==> config.mk <==
export PLATFORM = sky130hd
export DESIGN_NAME = toggle_reg_bank
export DESIGN_NICKNAME = d
export VERILOG_FILES = /design/src/rtl/toggle_reg_bank.sv
export SDC_FILE = /design/constraint.sdc
export NUM_CORES = 1
export LEC_CHECK = 0
export BUFFER_PORTS_ARGS = -buffer_cell sky130_fd_sc_hd__buf_4
export CAP_MARGIN = 20
export CORE_MARGIN = 2
export CORE_UTILIZATION = 45
export CTS_CLUSTER_SIZE = 28
export DETAILED_ROUTE_END_ITERATION = 6
export HOLD_SLACK_MARGIN = 0.08
export PLACE_DENSITY = 0.74
export SLEW_MARGIN = 20
export SYNTH_ARGS = -nofsm -noshare
export SYNTH_HDL_FRONTEND = slang
export SYNTH_SLANG_ARGS = --single-unit
==> constraint.sdc <==
create_clock -name clk -period 1.97 [get_ports clk]
set_input_delay 0.394 -clock clk [delete_from_list [all_inputs] [get_ports clk]]
set_output_delay 0.394 -clock clk [all_outputs]
set_load 0.005 [all_outputs]
==> src/rtl/toggle_reg_bank.sv <==
`default_nettype none
// ============================================================================
//  Module      : toggle_reg_bank
//  Description : Bank of WIDTH toggle cells. Each cell is a T flip-flop whose
//                toggle request comes from a per-mode source: an external
//                toggle vector, an up-count T-chain, a down-count T-chain or
//                a parallel-load difference term. Also provides a
//                combinational terminal-count flag and a registered one-cycle
//                wrap pulse.
//  Revision    : 1.0 - initial release
// ============================================================================
module toggle_reg_bank #(
  parameter int unsigned      WIDTH   = 8,
  parameter logic [WIDTH-1:0] RST_VAL = '0
) (
  input  logic             clk,
  input  logic             rst_n,
  input  logic             en,
  input  logic             clr,
  input  logic [1:0]       mode,
  input  logic [WIDTH-1:0] t,
  input  logic [WIDTH-1:0] d,
  output logic [WIDTH-1:0] q,
  output logic             tc,
  output logic             wrap
);

  // Operation select encoding.
  localparam logic [1:0] MODE_TOGGLE = 2'b00;
  localparam logic [1:0] MODE_UP     = 2'b01;
  localparam logic [1:0] MODE_DOWN   = 2'b10;
  localparam logic [1:0] MODE_LOAD   = 2'b11;

  logic [WIDTH-1:0] q_q;
  logic [WIDTH-1:0] q_d;
  logic             wrap_q;
  logic             wrap_d;

  // ones_chain[i] is high when bits 0..i-1 are all 1 (up-count toggle term);
  // zeros_chain[i] is high when bits 0..i-1 are all 0 (down-count toggle
  // term). The final element of each chain doubles as the all-ones / all-zero
  // detector used by the terminal-count flag.
  logic [WIDTH:0]   ones_chain;
  logic [WIDTH:0]   zeros_chain;
  logic [WIDTH-1:0] toggle_req;

  assign ones_chain[0]  = 1'b1;
  assign zeros_chain[0] = 1'b1;

  generate
    for (genvar i = 0; i < WIDTH; i++) begin : g_cell
      assign ones_chain[i+1]  = ones_chain[i]  &  q_q[i];
      assign zeros_chain[i+1] = zeros_chain[i] & ~q_q[i];

      // Per-cell toggle request for the selected mode; load toggles exactly
      // the bits that differ from the load data.
      always_comb begin
        toggle_req[i] = 1'b0;
        unique case (mode)
          MODE_TOGGLE: toggle_req[i] = t[i];
          MODE_UP:     toggle_req[i] = ones_chain[i];
          MODE_DOWN:   toggle_req[i] = zeros_chain[i];
          MODE_LOAD:   toggle_req[i] = q_q[i] ^ d[i];
          default:     toggle_req[i] = 1'b0;
        endcase
      end
    end
  endgenerate

  // Terminal count: the next enabled counting edge will wrap. Depends only
  // on en, clr, mode and the current state.
  always_comb begin
    tc = 1'b0;
    if (en && !clr) begin
      if (mode == MODE_UP && ones_chain[WIDTH]) begin
        tc = 1'b1;
      end else if (mode == MODE_DOWN && zeros_chain[WIDTH]) begin
        tc = 1'b1;
      end
    end
  end

  // Next-state selection: clear beats enable; a disabled bank holds.
  always_comb begin
    q_d    = q_q;
    wrap_d = 1'b0;
    if (clr) begin
      q_d    = '0;
      wrap_d = 1'b0;
    end else if (en) begin
      q_d    = q_q ^ toggle_req;
      // A wrap happens exactly when a counting edge is taken at terminal
      // count, so the registered pulse is the flag captured on that edge.
      wrap_d = tc;
    end
  end

  // State register with asynchronous active-low reset.
  always_ff @(posedge clk or negedge rst_n) begin
    if (!rst_n) begin
      q_q    <= RST_VAL;
      wrap_q <= 1'b0;
    end else begin
      q_q    <= q_d;
      wrap_q <= wrap_d;
    end
  end

  assign q    = q_q;
  assign wrap = wrap_q;

endmodule
`default_nettype wire

==> results_dict.tcl, run 1 <==
set metrics [dict create \
    n_antenna_cell 0 \
    drc 0 \
    synth_nets 127 \
    reg2reg_from "q[1]" \
    rsz0062_at_grt "yes" \
    viasPerCell 5.815 \
    cp_cell_sequence "nor4b_4, nand2_1, nor3_2, o211a_1, buf_4" \
    root_buffer "clkbuf_4" \
    syn_inst 101 \
    synth_top_family_by_area "compound AO/OA/AOI/OAI gates" \
    synth_cell_types 34 \
    routabilityCongestion 0.8353 \
    dpl.hpwl_um 1708 \
    slew_headroom_pct 71.17 \
    max_freq_mhz 502.3 \
    min-delay-start "clr" \
    ys_seq_area_share_pct 26.43 \
    cp.required_ns 1.58 \
    cp_top_family "simple AND/OR/NAND/NOR gates" \
    cts_max_level 1 \
    min_to "q[1]" \
    synthXorXnorAreaFrac_pct 5.140 \
    top_layer "met4" \
    worst_pin_slew_ns 0.4325 \
    hold_viol_final 0 \
    ys_ff_latch 9 \
    fin_crit_ns 1.991 \
    synth_compound_area_share_pct 29.37 \
    gr-total-overflow 0 \
    numCtsBuffers 3 \
    grt_pass1_wl_um 3498 \
    vias 942 \
    ant_nets 0 \
    grt_pass1_vias 830 \
    power_density_nw_per_um2 505.3 \
    antenna_found_initial 0 \
    synthAdderAreaFrac_pct 5.874 \
    met2WireLength_um 1161 \
    cts_sinks 9 \
    die_w_um 47.52 \
    synthSimpleGateAreaFrac_pct 20.70 \
    syn2layout_area_growth_pct 37.30 \
    crit_buf_inv 1 \
    r2r_slack_ns 0.34 \
    synth_mux_area_share_pct 3.965 \
    status "complete, but fails checks" \
    hold_slack_ns 0.3782 \
    clockBufferDepth 2 \
    skew_ns 0.004095 \
    clock_latency_ns 0.26 \
    fin_crit_sh_pct 101.1 \
    dr.pass1.iters 4 \
    drv_cap 0 \
    clk_pin_slew_worst_paths_ns 0.07 \
    portBuffers 31 \
    syn_area_um2 852.1 \
    peakVddDrop_mv 0.4208 \
    cts_tree "built" \
    rows 15 \
    synthTopCellsByArea "dfrtp_1, o21ai_0, ha_1" \
    p_leak_nw 0.5818 \
    finalWorstSetupSlack_ns -0.02090 \
    synth_warnings 0 \
    wirelength_um 2274 \
    drv_slew 0 \
    avgSynthCellArea_um2 8.436 \
    r2r_cells 5 \
    post-synth-top-area-fraction_pct 26.43 \
    dieArea_um2 2258 \
    critPathLaunchType "register" \
    io_pins 32 \
    layout.nets 164 \
    critPathMaxFanout 6 \
    slowest_delay_ns 0.45 \
    met1_length_um 984 \
    place_ws_ns -0.01082 \
    cp_slowest_cell "dfrtp_2" \
    holdCritPathClass "in2reg" \
    crit_arrival_ns 1.60 \
    drt-initial-drc-count 16 \
    holdPathStages 2 \
    cp-end-kind "output pin" \
    violations "negative setup slack" \
    setup_viol 1 \
    core_area_um2 1745 \
    post_drt_wl_per_cell_um 14.04 \
    initial_utilization_pct 48.82 \
    timing.rr.end "q[5]" \
    final_layout_size_suffix_gt1_share_pct 34.31 \
    grt_use_total_pct 21.58 \
    yosys.area.top_type "dfrtp_1" \
    die_h_um 47.52 \
    crit_type "reg2out" \
    grt_max_degree 12 \
    wl_met3_um 112 \
]
[flip-flops by register name, summed over array words and instances (netlist names)]
register / flops
q: 8
wrap: 1
[area by class of cell]
cell class                      instances  area, µm²
Inverter                                9      33.78
Multi-Input combinational cell         77      564.3
Fill cell                             157      575.6
Timing Repair Buffer                   38      287.8
Tap cell                               25      31.28
Clock buffer                            4      26.28
Sequential cell                         9      226.5
[through the flow]
| step | TNS [ns] | power, mW | instance area, µm² | utilization, % | std cells |
|---|---|---|---|---|---|
| 4_1_cts | 0 | 0.5882 | 1150 | 65.88 | 160 |
| 2_1_floorplan | 0 | 0.3418 | 852.1 | - | 101 |
| 3_3_place_gp | 0 | 0.4287 | 1107 | 63.44 | 155 |
| 6_report | -0.02090 | 0.5911 | 1170 | 67.03 | 162 |
| 5_1_grt | -0.1129 | 0.6292 | 1170 | 67.03 | 162 |
| 3_5_place_dp | -0.01082 | 0.4357 | 1107 | 63.44 | 155 |
[timing repair]
item / 4_1_cts / 5_1_grt
endpoints found under the hold margin: 9 / 0
setup buffers: 0 / 2
gates resized for setup: 2 / 2
gates cloned: 0 / 0
endpoints found under the setup margin: 1 / 1
pin swaps: 0 / 3
hold buffers: 1 / 0
[cell families (layout without fill, tap and decap cells)]
family | after synthesis | after routing
mux | 3 | 3
flops | 9 | 9
simple gates | 29 | 29
compound gates | 36 | 36
buf+inv | 15 | 51
xor+xnor | 5 | 5
fa+ha+maj | 4 | 4
[worst max path at each step]
stage | startpoint | slack, ns | endpoint | cells past startpoint
final | q[1] | -0.02 | tc | 5
after global routing | q[0] | -0.11 | tc | 5
after CTS | q[1] | 0.0006 | tc | 5
after detailed placement | mode[0] | -0.01 | tc | 8
after global placement | mode[0] | 0.04 | tc | 8
after floorplan | mode[0] | 0.23 | tc | 6
[cell usage after synthesis (all sizes together)]
cell type  count
o21ai         12
dfrtp          9
inv            9
a21oi          7
nor2           6
a2111oi        5
nand2          5
nor2b          5
xor2           5
ha             4
buf            3
clkbuf         3
mux2           3
a211oi         2
a221oi         2
and3           2
nand3          2
nor3           2
o211a          2
o311a          2
a211o          1
a31oi          1
and4           1
nand3b         1
nand4          1
nor3b          1
nor4b          1
o2111ai        1
o2bb2ai        1
or3            1
or3b           1
[placed cells by master, fill, tap and decap left out, drive strengths merged]
cell type	netlist	layout
o21ai	12	12
nand3	2	2
xor2	5	5
o311a	2	2
a2111oi	5	5
mux2	3	3
nor4b	1	1
nor2	6	6
nor2b	5	5
and4	1	1
nor3	2	2
a211oi	2	2
nor3b	1	1
o211a	2	2
and3	2	2
buf	3	37
a21oi	7	7
inv	9	9
or3b	1	1
clkbuf	3	4
nand4	1	1
ha	4	4
o2111ai	1	1
a31oi	1	1
a211o	1	1
nand3b	1	1
a221oi	2	2
or3	1	1
nand2	5	5
o2bb2ai	1	1
dlygate4sd3	0	1
dfrtp	9	9
[per-layer routing]
| metal | vias to the layer above | GRT usage (%) |
|---|---|---|
| li1 | 449 | - |
| met1 | 459 | 27.02 |
| met2 | 30 | 38.11 |
| met3 | 4 | 2.264 |
| met4 | 0 | 7.778 |
| met5 | - | 0 |
[where the power goes]
group / leakage (nW) / internal (mW) / switching (mW)
sequential: 0.119 / 0.202 / 0.0306
combinational: 0.448 / 0.114 / 0.0951
clock: 0.0150 / 0.0782 / 0.0707
(Power assumes the default switching activity.)
==> run 2, diff against run 1 <==
--- a/config.mk
+++ b/config.mk
@@ -8,11 +8,10 @@
 export BUFFER_PORTS_ARGS = -buffer_cell sky130_fd_sc_hd__buf_4
 export CAP_MARGIN = 20
 export CORE_MARGIN = 2
-export CORE_UTILIZATION = 45
-export CTS_CLUSTER_SIZE = 28
+export CORE_UTILIZATION = 43
 export DETAILED_ROUTE_END_ITERATION = 6
 export HOLD_SLACK_MARGIN = 0.08
-export PLACE_DENSITY = 0.74
+export PLACE_DENSITY = 0.76
 export SLEW_MARGIN = 20
 export SYNTH_ARGS = -nofsm -noshare
 export SYNTH_HDL_FRONTEND = slang
==> constraint.sdc (replaced) <==
create_clock -name clk -period 1.7 [get_ports clk]
set_input_delay 0.34 -clock clk [delete_from_list [all_inputs] [get_ports clk]]
set_output_delay 0.34 -clock clk [all_outputs]
set_load 0.005 [all_outputs]
==> results_dict.tcl, run 2 (synthesis results as in run 1) <==
set metrics [dict create \
    clockBufferDepth 2 \
    p_clk_share_pct 24.4 \
    met1_usage_pct 27.93 \
    switchingPower_uw 245.8 \
    crit_type "reg2out" \
    drv_cap 0 \
    final_layout_size_suffix_gt1_share_pct 39.16 \
    layout_commonest_cell "buf_4" \
    status "complete, but fails checks" \
    grt-busiest-layer "met2" \
    vias 971 \
    cts_tree "built" \
    combPwrFrac_pct 38.6 \
    viasPerCell 5.712 \
    slew_headroom_pct 68.43 \
    grt_max_degree 12 \
    grt_use_total_pct 23.42 \
    p_int_uw 473.5 \
    n_antenna_cell 0 \
    fin_total_pwr_uw 719.4 \
    clock_latency_ns 0.27 \
    crit_arrival_ns 1.56 \
    final_area_um2 1242 \
    fin_crit_ns 1.898 \
    gr-total-overflow 0 \
    wirelength_um 2460 \
    critPathLaunchType "register" \
    finalWorstSetupSlack_ns -0.1977 \
    use_met3_pct 6.481 \
    peakVddDrop_mv 0.5054 \
    violations "negative setup slack" \
    syn2layout_area_growth_pct 45.81 \
    power_density_nw_per_um2 579.0 \
    layout.nets 170 \
    rows 16 \
    seqPwrFrac_pct 37.0 \
    cp-end-kind "output pin" \
    hold_viol_final 0 \
    root_buffer "clkbuf_4" \
    fin_crit_sh_pct 111.6 \
    dieArea_um2 2354 \
    worst_pin_slew_ns 0.4736 \
    drc 0 \
    cts_max_level 1 \
    drv_slew 0 \
    critPathMaxFanout 6 \
    layout_common_cells "buf_4, o21ai_0, inv_1, dfrtp_1, a21oi_1" \
    io_pins 32 \
    portBuffers 31 \
    antenna_found_initial 0 \
    numCtsBuffers 3 \
    die_w_um 48.52 \
    holdCritPathClass "in2reg" \
    p_leak_nw 0.6207 \
    placed_area_um2 1155 \
    largest_reg_flops 8 \
    cp.required_ns 1.36 \
    cts_sinks 9 \
    setup_viol 1 \
    grt_pass1_wl_um 4284 \
    ant_nets 0 \
    clk_pin_slew_worst_paths_ns 0.06 \
    die_h_um 48.52 \
    grt_pass1_vias 968 \
    drt-initial-drc-count 18 \
    dr.pass1.iters 4 \
    routabilityCongestion 0.8605 \
    cp_slowest_cell "dfrtp_1" \
    cp_cell_sequence "nor3_1, nand2_2, nor3_4, o211a_1, buf_4" \
    initial_utilization_pct 44.34 \
    skew_ns 0.001583 \
    sw_frac_of_total_pct 34.18 \
    r2r_slack_ns 0.07 \
    rsz0062_at_grt "yes" \
    max_freq_mhz 526.9 \
    grt_util_met2_pct 38.66 \
    dpl.hpwl_um 1809 \
    post_drt_wl_per_cell_um 14.47 \
    slowest_delay_ns 0.44 \
    core_area_um2 1922 \
]
## run 2: critical path: cells and delay by family (launching register included)
| family | cells | cell delay [ns] |
|---|---|---|
| flops | 1 | 0.44 |
| buf+inv | 1 | 0.10 |
| compound gates | 1 | 0.16 |
| simple gates | 3 | 0.59 |
## run 2: timing repair
| item | in CTS | in global routing |
|---|---|---|
| endpoints found under the setup margin | 1 | 4 |
| hold buffers | 1 | 0 |
| endpoints found under the hold margin | 9 | 0 |
| pin swaps | 0 | 2 |
| resized for setup | 3 | 6 |
| buffers inserted | 2 | 0 |
## run 2: worst paths after layout
kind,start,endpoint,depth (start not counted)
setup / recovery,q[5],tc,5
hold / removal,clr,q[0],2
setup reg to reg,q[5],q[6],5
hold reg to reg,q[5],q[5],2
max in group asynchronous,rst_n,q[1],2
min in group asynchronous,rst_n,q[4],2
## run 2: per-layer routing
layer	routed length, µm	vias to the layer above	share of wire, %
li1	-	460	-
met1	1025	448	42
met2	1183	54	48
met3	184	9	7.5
met4	66	0	2.7
met5	0	-	0
## run 2: area by class of cell
| type | instances | area (µm²) |
|---|---|---|
| Fill cell | 183 | 679.4 |
| Multi-Input combinational cell | 77 | 590.6 |
| Timing Repair Buffer | 44 | 332.8 |
| Sequential cell | 9 | 225.2 |
| Inverter | 9 | 33.78 |
| Tap cell | 27 | 33.78 |
| Clock buffer | 4 | 26.28 |
## run 2: through the flow
stage	instances	worst slack [ns]	hold WS (ns)	utilization, %	TNS (ns)
floorplan	101	0.04954	0.04441	-	0
global placement	163	-0.1072	0.1720	60.09	-0.3632
detailed placement	163	-0.1630	0.1750	60.09	-0.6048
CTS	170	-0.1597	0.3189	63.28	-0.1597
global route	170	-0.3060	0.3119	64.65	-0.3327
finish	170	-0.1977	0.3122	64.65	-0.1977
## run 2: power by group through the flow
| stage | sequential (mW) | combinational [mW] | clock (mW) |
|---|---|---|---|
| CTS | 0.263 | 0.265 | 0.171 |
| global route | 0.270 | 0.307 | 0.192 |
| global placement | 0.265 | 0.248 | 0 |
| detailed placement | 0.266 | 0.256 | 0 |
| floorplan | 0.267 | 0.129 | 0 |
| finish | 0.266 | 0.278 | 0.175 |
==> run 3, diff against run 2 <==
--- a/config.mk
+++ b/config.mk
@@ -7,11 +7,12 @@
 export LEC_CHECK = 0
 export BUFFER_PORTS_ARGS = -buffer_cell sky130_fd_sc_hd__buf_4
 export CAP_MARGIN = 20
+export CORE_ASPECT_RATIO = 1.75
 export CORE_MARGIN = 2
-export CORE_UTILIZATION = 43
+export CORE_UTILIZATION = 30
 export DETAILED_ROUTE_END_ITERATION = 6
 export HOLD_SLACK_MARGIN = 0.08
-export PLACE_DENSITY = 0.76
+export PLACE_DENSITY = 0.57
 export SLEW_MARGIN = 20
 export SYNTH_ARGS = -nofsm -noshare
 export SYNTH_HDL_FRONTEND = slang
==> results_dict.tcl, run 3 (synthesis results as in run 1) <==
set metrics [dict create \
    status "complete, but fails checks" \
    violations "negative setup slack" \
    viasPerCell 5.546 \
    r2r_slack_ns 0.11 \
    power_density_nw_per_um2 628.2 \
    dr.pass1.iters 4 \
    rsz0062_at_grt "yes" \
    holdPathStages 2 \
    grt_use_total_pct 17.27 \
    die_w_um 44.29 \
    drv_slew 0 \
    drv_cap 0 \
    crit_arrival_ns 1.51 \
    setup_viol 1 \
    die_h_um 74.50 \
    crit_buf_inv 3 \
    worstSetupStartpoint "mode[1]" \
    cts_sinks 9 \
    ant_nets 0 \
    regArea_um2 226.5 \
    core_area_um2 2690 \
    finalWorstSetupSlack_ns -0.1482 \
    slew_headroom_pct 71.06 \
    max_freq_mhz 541.1 \
    fin_crit_sh_pct 108.7 \
    timing.rr.end "q[5]" \
    dpl.hpwl_um 2046 \
    initial_utilization_pct 31.67 \
    wirelength_um 2634 \
    grt_pass1_wl_um 4202 \
    peakVddDrop_mv 0.3838 \
    largest_reg_flops 8 \
    clk_pin_slew_worst_paths_ns 0.05 \
    worst_pin_slew_ns 0.4232 \
    fin_tns_setup_ns -0.1482 \
    n_fill_cell 281 \
    gr-total-overflow 0 \
    crit_type "in2out" \
    fin_crit_ns 1.848 \
    grt_pass1_vias 938 \
    numCtsBuffers 3 \
    cp-end-kind "output pin" \
    dieArea_um2 3299 \
    routabilityCongestion 0.8475 \
    rows 25 \
    grt_max_degree 12 \
    post_drt_wl_per_cell_um 15.14 \
    portBuffers 31 \
    cp_num_cells 8 \
    critPathLaunchType "input pin" \
    io_pins 32 \
    clockBufferDepth 2 \
    cp_common_cell "buf_4" \
    holdCritPathClass "in2reg" \
    drc 0 \
    cp_cell_sequence "buf_4, inv_1, ha_1, and4_4, nand2_1, nor2_2, o211a_1, buf_4" \
    vias 965 \
    n_antenna_cell 0 \
    slowest_delay_ns 0.29 \
    crit_path_end "tc" \
    reg2reg_from "q[1]" \
    cp.required_ns 1.36 \
    multiInputGateArea_um2 563.0 \
    cp_top_family "simple AND/OR/NAND/NOR gates" \
    antenna_found_initial 0 \
    syn2layout_area_growth_pct 48.46 \
    cp_slowest_cell "and4_4" \
    layout_commonest_cell "buf_4" \
    hold_viol_final 0 \
    final_layout_size_suffix_gt1_share_pct 38.78 \
    cts_max_level 1 \
    clock_latency_ns 0.24 \
    cts_setup_buffers 0 \
    layout.nets 174 \
    r2r_cells 5 \
    cts_tree "built" \
    drt-initial-drc-count 30 \
    p_leak_nw 0.6446 \
    root_buffer "clkbuf_8" \
    skew_ns 0.007030 \
    critPathMaxFanout 6 \
    hold_slack_ns 0.3500 \
    layout_common_cells "buf_4, o21ai_0, inv_1, dfrtp_1, a21oi_1" \
]
-- run 3: worst min path at each step --
| stage | from | to | slack [ns] |
|---|---|---|---|
| after global placement | rst_n | q[0] | 0.18 |
| after CTS | clr | q[0] | 0.36 |
| after floorplan | rst_n | q[0] | 0.04 |
| final | clr | q[0] | 0.35 |
| after detailed placement | rst_n | q[5] | 0.18 |
| after global routing | clr | q[1] | 0.37 |
-- run 3: layer usage --
| layer | track usage (%) | share of wire, % | up-vias | wire (µm) |
|---|---|---|---|---|
| met3 | 1.699 | 5.4 | 6 | 141 |
| met4 | 9.428 | 1.7 | 0 | 46 |
| met1 | 18.83 | 39 | 456 | 1025 |
| met5 | 0 | 0 | - | 0 |
| met2 | 31.54 | 54 | 36 | 1421 |
| li1 | - | - | 467 | - |
-- run 3: report_power, final --
part	leakage, nW	switching [mW]	internal [mW]
Combinational	0.503	0.128	0.149
Sequential	0.119	0.0269	0.235
Clock	0.0228	0.0915	0.164
Total	0.645	0.246	0.549
-- run 3: final cells by class --
cell class / count / share of cell area [%]
Multi-Input combinational cell: 77 / 44.51
Timing Repair Buffer: 48 / 28.68
Sequential cell: 9 / 17.90
Clock buffer: 4 / 3.561
Inverter: 9 / 2.671
Tap cell: 27 / 2.671
-- run 3: what timing repair did --
| action | in CTS | in global routing |
|---|---|---|
| hold buffers | 1 | 0 |
| gates resized for setup | 1 | 4 |
| endpoints found under the setup margin | 1 | 5 |
| pin swaps | 0 | 1 |
| hold endpoints to repair | 9 | 0 |
-- run 3: worst register-to-register path, cell delays in order, from the launching register on --
cell      delay [ns]
dfrtp_1         0.42
nor4b_4         0.30
buf_4           0.17
a221oi_1        0.08
a21oi_1         0.17
mux2_1          0.33
-- run 3: per-stage QoR --
step	worst slack, ns	std cells	area [µm²]	total power, mW	util [%]
floorplan	0.04954	101	852.1	0.3960	-
global placement	-0.1294	169	1200	0.5281	44.60
detailed placement	-0.1399	169	1200	0.5363	44.60
CTS	-0.1449	174	1260	0.7990	46.84
global route	-0.2522	174	1265	0.8412	47.02
finish	-0.1482	174	1265	0.7946	47.02
